**config.mk**
```make
export PLATFORM = sky130hd
export DESIGN_NAME = uart_xmit_arbiter
export DESIGN_NICKNAME = d
export VERILOG_FILES = /design/src/rtl/uart_xmit_arbiter.sv
export SDC_FILE = /design/constraint.sdc
export NUM_CORES = 1
export LEC_CHECK = 0
export CORE_MARGIN = 2
export CORE_UTILIZATION = 44
export DETAILED_ROUTE_END_ITERATION = 8
export GPL_ROUTABILITY_DRIVEN = 0
export GPL_TIMING_DRIVEN = 0
export HOLD_SLACK_MARGIN = 0.15
export PLACE_DENSITY = 0.84
export SYNTH_ARGS = -nofsm -noshare
export SYNTH_HDL_FRONTEND = slang
export SYNTH_SLANG_ARGS = --single-unit
```
**constraint.sdc**
```tcl
create_clock -name sys_clk -period 6 [get_ports sys_clk]
set_input_delay 1.5 -clock sys_clk [delete_from_list [all_inputs] [get_ports sys_clk]]
set_output_delay 1.5 -clock sys_clk [all_outputs]
set_load 0.005 [all_outputs]
```
**src/rtl/uart_xmit_arbiter.sv**
```systemverilog
// Round-robin arbiter/sequencer sharing one UART byte transmitter among NUM_REQ requesters.
// Optional frame watchdog enabled by defining UART_ARB_TIMEOUT_EN.
module uart_xmit_arbiter #(
    parameter int NUM_REQ        = 4,
    parameter int DATA_W         = 8,
    parameter int TIMEOUT_CYCLES = 512
) (
    input  logic                      sys_clk,
    input  logic                      sys_rst_l,
    input  logic [NUM_REQ-1:0]        req_i,
    input  logic [NUM_REQ*DATA_W-1:0] req_data_i,
    output logic [NUM_REQ-1:0]        ack_o,
    output logic [NUM_REQ-1:0]        grant_o,
    output logic                      busy_o,
    output logic                      xmitH_o,
    output logic [DATA_W-1:0]         xmit_dataH_o,
    input  logic                      xmit_doneH_i,
    output logic                      timeout_o
);

    localparam int PTR_W = (NUM_REQ > 1) ? $clog2(NUM_REQ) : 1;

    if (NUM_REQ < 2 || NUM_REQ > 8 || TIMEOUT_CYCLES < 2) begin : g_param_check
        $error("uart_xmit_arbiter: parameter out of range");
    end

    typedef enum logic [2:0] {
        S_IDLE,
        S_ARB,
        S_LAUNCH,
        S_WAIT_LOW,
        S_WAIT_HIGH,
        S_ACK
    } state_t;

    state_t             state;
    logic [PTR_W-1:0]   rr_ptr;
    logic [PTR_W-1:0]   winner;
    logic               winner_vld;
    logic [NUM_REQ-1:0] win_onehot;
    logic               frame_expired;

    // Search starts just after the last winner; wrap is an explicit compare so
    // non-power-of-2 NUM_REQ never indexes past the last requester.
    always_comb begin
        int               idx;
        logic [PTR_W-1:0] cand;
        winner     = rr_ptr;
        winner_vld = 1'b0;
        win_onehot = '0;
        idx        = 0;
        cand       = '0;
        for (int i = 1; i <= NUM_REQ; i++) begin
            idx = int'(rr_ptr) + i;
            if (idx >= NUM_REQ) begin
                idx = idx - NUM_REQ;
            end
            cand = PTR_W'(idx);
            if (!winner_vld && req_i[cand]) begin
                winner     = cand;
                winner_vld = 1'b1;
            end
        end
        win_onehot[winner] = 1'b1;
    end

`ifdef UART_ARB_TIMEOUT_EN
    localparam int CNT_W = $clog2(TIMEOUT_CYCLES + 1);

    logic [CNT_W-1:0] frame_cnt;

    assign frame_expired = (state == S_WAIT_LOW || state == S_WAIT_HIGH) &&
                           (frame_cnt == CNT_W'(TIMEOUT_CYCLES - 1));

    always_ff @(posedge sys_clk or negedge sys_rst_l) begin
        if (!sys_rst_l) begin
            frame_cnt <= '0;
            timeout_o <= 1'b0;
        end else begin
            if (state == S_LAUNCH) begin
                frame_cnt <= '0;
            end else if (state == S_WAIT_LOW || state == S_WAIT_HIGH) begin
                frame_cnt <= frame_cnt + 1'b1;
            end
            if (frame_expired) begin
                timeout_o <= 1'b1;
            end
        end
    end
`else
    assign frame_expired = 1'b0;
    assign timeout_o     = 1'b0;
`endif

    always_ff @(posedge sys_clk or negedge sys_rst_l) begin
        if (!sys_rst_l) begin
            state        <= S_IDLE;
            rr_ptr       <= PTR_W'(NUM_REQ - 1);
            ack_o        <= '0;
            grant_o      <= '0;
            busy_o       <= 1'b0;
            xmitH_o      <= 1'b0;
            xmit_dataH_o <= '0;
        end else begin
            xmitH_o <= 1'b0;
            ack_o   <= '0;
            case (state)
                S_IDLE: begin
                    if (|req_i && xmit_doneH_i) begin
                        state <= S_ARB;
                    end
                end
                S_ARB: begin
                    if (winner_vld) begin
                        grant_o      <= win_onehot;
                        xmit_dataH_o <= req_data_i[winner*DATA_W +: DATA_W];
                        rr_ptr       <= winner;
                        busy_o       <= 1'b1;
                        xmitH_o      <= 1'b1;
                        state        <= S_LAUNCH;
                    end else begin
                        state <= S_IDLE;
                    end
                end
                S_LAUNCH: begin
                    state <= S_WAIT_LOW;
                end
                S_WAIT_LOW: begin
                    if (frame_expired) begin
                        grant_o <= '0;
                        busy_o  <= 1'b0;
                        state   <= S_IDLE;
                    end else if (!xmit_doneH_i) begin
                        state <= S_WAIT_HIGH;
                    end
                end
                S_WAIT_HIGH: begin
                    if (frame_expired) begin
                        grant_o <= '0;
                        busy_o  <= 1'b0;
                        state   <= S_IDLE;
                    end else if (xmit_doneH_i) begin
                        ack_o <= grant_o;
                        state <= S_ACK;
                    end
                end
                S_ACK: begin
                    grant_o <= '0;
                    busy_o  <= 1'b0;
                    state   <= S_IDLE;
                end
                default: begin
                    state <= S_IDLE;
                end
            endcase
        end
    end

endmodule
```
==> reports/qor.yml <==
dpl.hpwl_um: 2360
cts.sinks: 23
synth.net_count: 151
nets: 212
hold_buffers: 0
ys_types: 35
clock_skew_ns: 0.00410
grt_pass1_vias: 1095
vias: 1092
worstPathMaxFanout: 10
pwr_density_cell_mw_per_mm2: 402
cts-buffers-inserted: 3
fin_area_mm2: 0.00190
clk_latency_ns: 0.31
die-area_mm2: 0.00334
setup_viol: 0
clockBufferDepth: 2
crit_required_ns: 6.21
grtUsageTotal_pct: 19.4
place_inst: 199
cts_tree: "done"
ys_top_cells_by_area: "dfrtp_1 (41%), mux2i_1 (13%), o221ai_2 (8.2%), nand2_1 (5.0%), dfstp_2 (4.1%)"
totalWireLength_um: 2990
post_cts_buffers: 0
top_usage_layer: "met2"
yosys.area.top_type_share_pct: 41.2
grt_max_degree: 24
synth_area_mm2: 0.00127
yosys.area.top_type: "dfrtp_1"
yosys_warnings: 0
drive_gt1_share_pct: 14.5
holdWs_ns: 0.512
layout_setup_ws_ns: 2.79
grtUsageMet2_pct: 34.1
critPathKind: "in2reg"
core_area_mm2: 0.00276
clk_pin_slew_ns: 0.12
hold_violations: 0
min_period_ns: 3.21
synth-seq-cells: 23
root_buffer: "clkbuf_4"
num_rows: 19
fmax_mhz: 311
finalMaxSlewViolations: 0
routed_via_density: 5.38
start_kind: "input pin"
drt_iter0_drc: 20
post-route-period-util_pct: 53.5
cts_resized: 0
rsz0062_at_grt: "false"
synth_cells: 112
stdcell_count: 203
relSlewSlack_pct: 33.1
dp_slack_ns: 2.44
die_w_um: 57.8
tns_ns: 0
drc: 0
arrival_ns: 3.42
antenna_found_initial: 0
outcome: "complete, no violations"
placed_area_mm2: 0.00187
wire_per_inst_um: 14.7
first_pass_iters: 4
pin_count: 58
critPathCaptureType: "flop"
syn_area_per_cell_um2: 11.4
vdd_ir_drop_max_v: 0.000263
die_y_um: 57.8
hp-class: "reg2reg"
grt_pass1_wl_um: 4840
p_leak_nw: 0.817
worst_pin_slew_ns: 1.00
ant_nets: 0
cap_viol_max_count: 0
port_buffers: 56
area_growth_pct: 49.1
met1_usage_pct: 21.2
htreeDepth: 1
num_antenna_cells: 0
start_util_pct: 46.2
yosysSeqAreaShare_pct: 45.3
grt_util_met3_pct: 5.58
overflow: 0
metrics by stage:
step                utilization, %  power, mW
global route                  68.9      0.821
global placement              68.0      0.680
detailed placement            68.0      0.698
CTS                           68.9      0.773
floorplan                        -      0.529
finish                        68.9      0.764
routing by layer:
metal | share of wire [%] | vias up
li1 | - | 528
met1 | 39 | 512
met2 | 50 | 47
met3 | 8.9 | 5
met4 | 1.8 | 0
met5 | 0 | -
registers in the layout, indices dropped and copies added (netlist names):
| name | flops |
|---|---|
| state | 3 |
| grant_o | 4 |
| xmit_dataH_o | 8 |
| busy_o | 1 |
| xmitH_o | 1 |
| ack_o | 4 |
| rr_ptr | 2 |
critical path, cell delays in order:
cell and delay, ns:
clkdlybuf4s50_1 0.54, mux2i_2 0.13, a221oi_4 0.61, buf_8 0.24, mux2i_1 0.26, o221ai_2 0.13
cells by family after synthesis:
logic type / synth area share [%]
compound gates: 20.2
buf+inv: 5.10
flops: 45.3
mux: 13.6
other cells: 0.294
simple gates: 15.4
cell usage after synthesis:
library cell	n
nand3b_4	1
nor2_4	1
a21oi_1	3
a221o_1	1
conb_1	1
o2bb2ai_1	1
a311oi_1	1
nand2_1	17
buf_2	1
and2_1	4
nor2_1	1
nand2b_1	5
dfstp_2	2
nand3b_1	1
or4_2	1
inv_1	3
dfrtp_1	21
a221oi_1	1
nor3b_1	1
a31oi_1	1
nor3_1	1
mux2i_1	16
buf_6	1
a31o_2	1
a21o_1	1
a221oi_4	1
mux2i_2	1
a21o_2	1
o21ai_0	7
nor2b_1	1
and3_1	1
o221ai_2	7
a2111oi_0	1
buf_8	1
buf_4	3
report_power, final:
part	switching, mW	internal [mW]
Clock	0.0464	0.0260
Combinational	0.193	0.236
Sequential	0.0420	0.221
Total	0.281	0.483
final timing paths:
kind | cells past startpoint | end | start | slack (ns)
worst max-delay path | 6 | xmit_dataH_o[7] | req_i[2] | 2.79
worst min-delay path | 2 | xmit_dataH_o[6] | xmit_dataH_o[6] | 0.51
worst max register to register | 6 | xmit_dataH_o[7] | rr_ptr[1] | 3.87
worst min register to register | 2 | xmit_dataH_o[6] | xmit_dataH_o[6] | 0.51
max in group asynchronous | 1 | ack_o[3] | sys_rst_l | 3.68
min in group asynchronous | 1 | state[0] | sys_rst_l | 1.72
layout make-up:
type / instances / area [µm²]
timing repair buffer: 56 / 561
sequential: 23 / 578
buffer: 6 / 53.8
fill: 235 / 857
tap: 31 / 38.8
multi-input combinational: 80 / 632
inverter: 3 / 11.3
clock buffer: 4 / 26.3
layout by cell type, fill, tap and decap left out, types with 2 or more instances in the layout:
| master | instances |
|---|---|
| and2_1 | 4 |
| dfstp_2 | 2 |
| mux2i_1 | 16 |
| nand2b_1 | 5 |
| clkbuf_4 | 3 |
| buf_4 | 3 |
| o221ai_2 | 7 |
| nand2_1 | 17 |
| a21oi_1 | 3 |
| clkdlybuf4s50_1 | 56 |
| o21ai_0 | 7 |
| dfrtp_1 | 21 |
| inv_1 | 3 |
(Power assumes the default switching activity.)
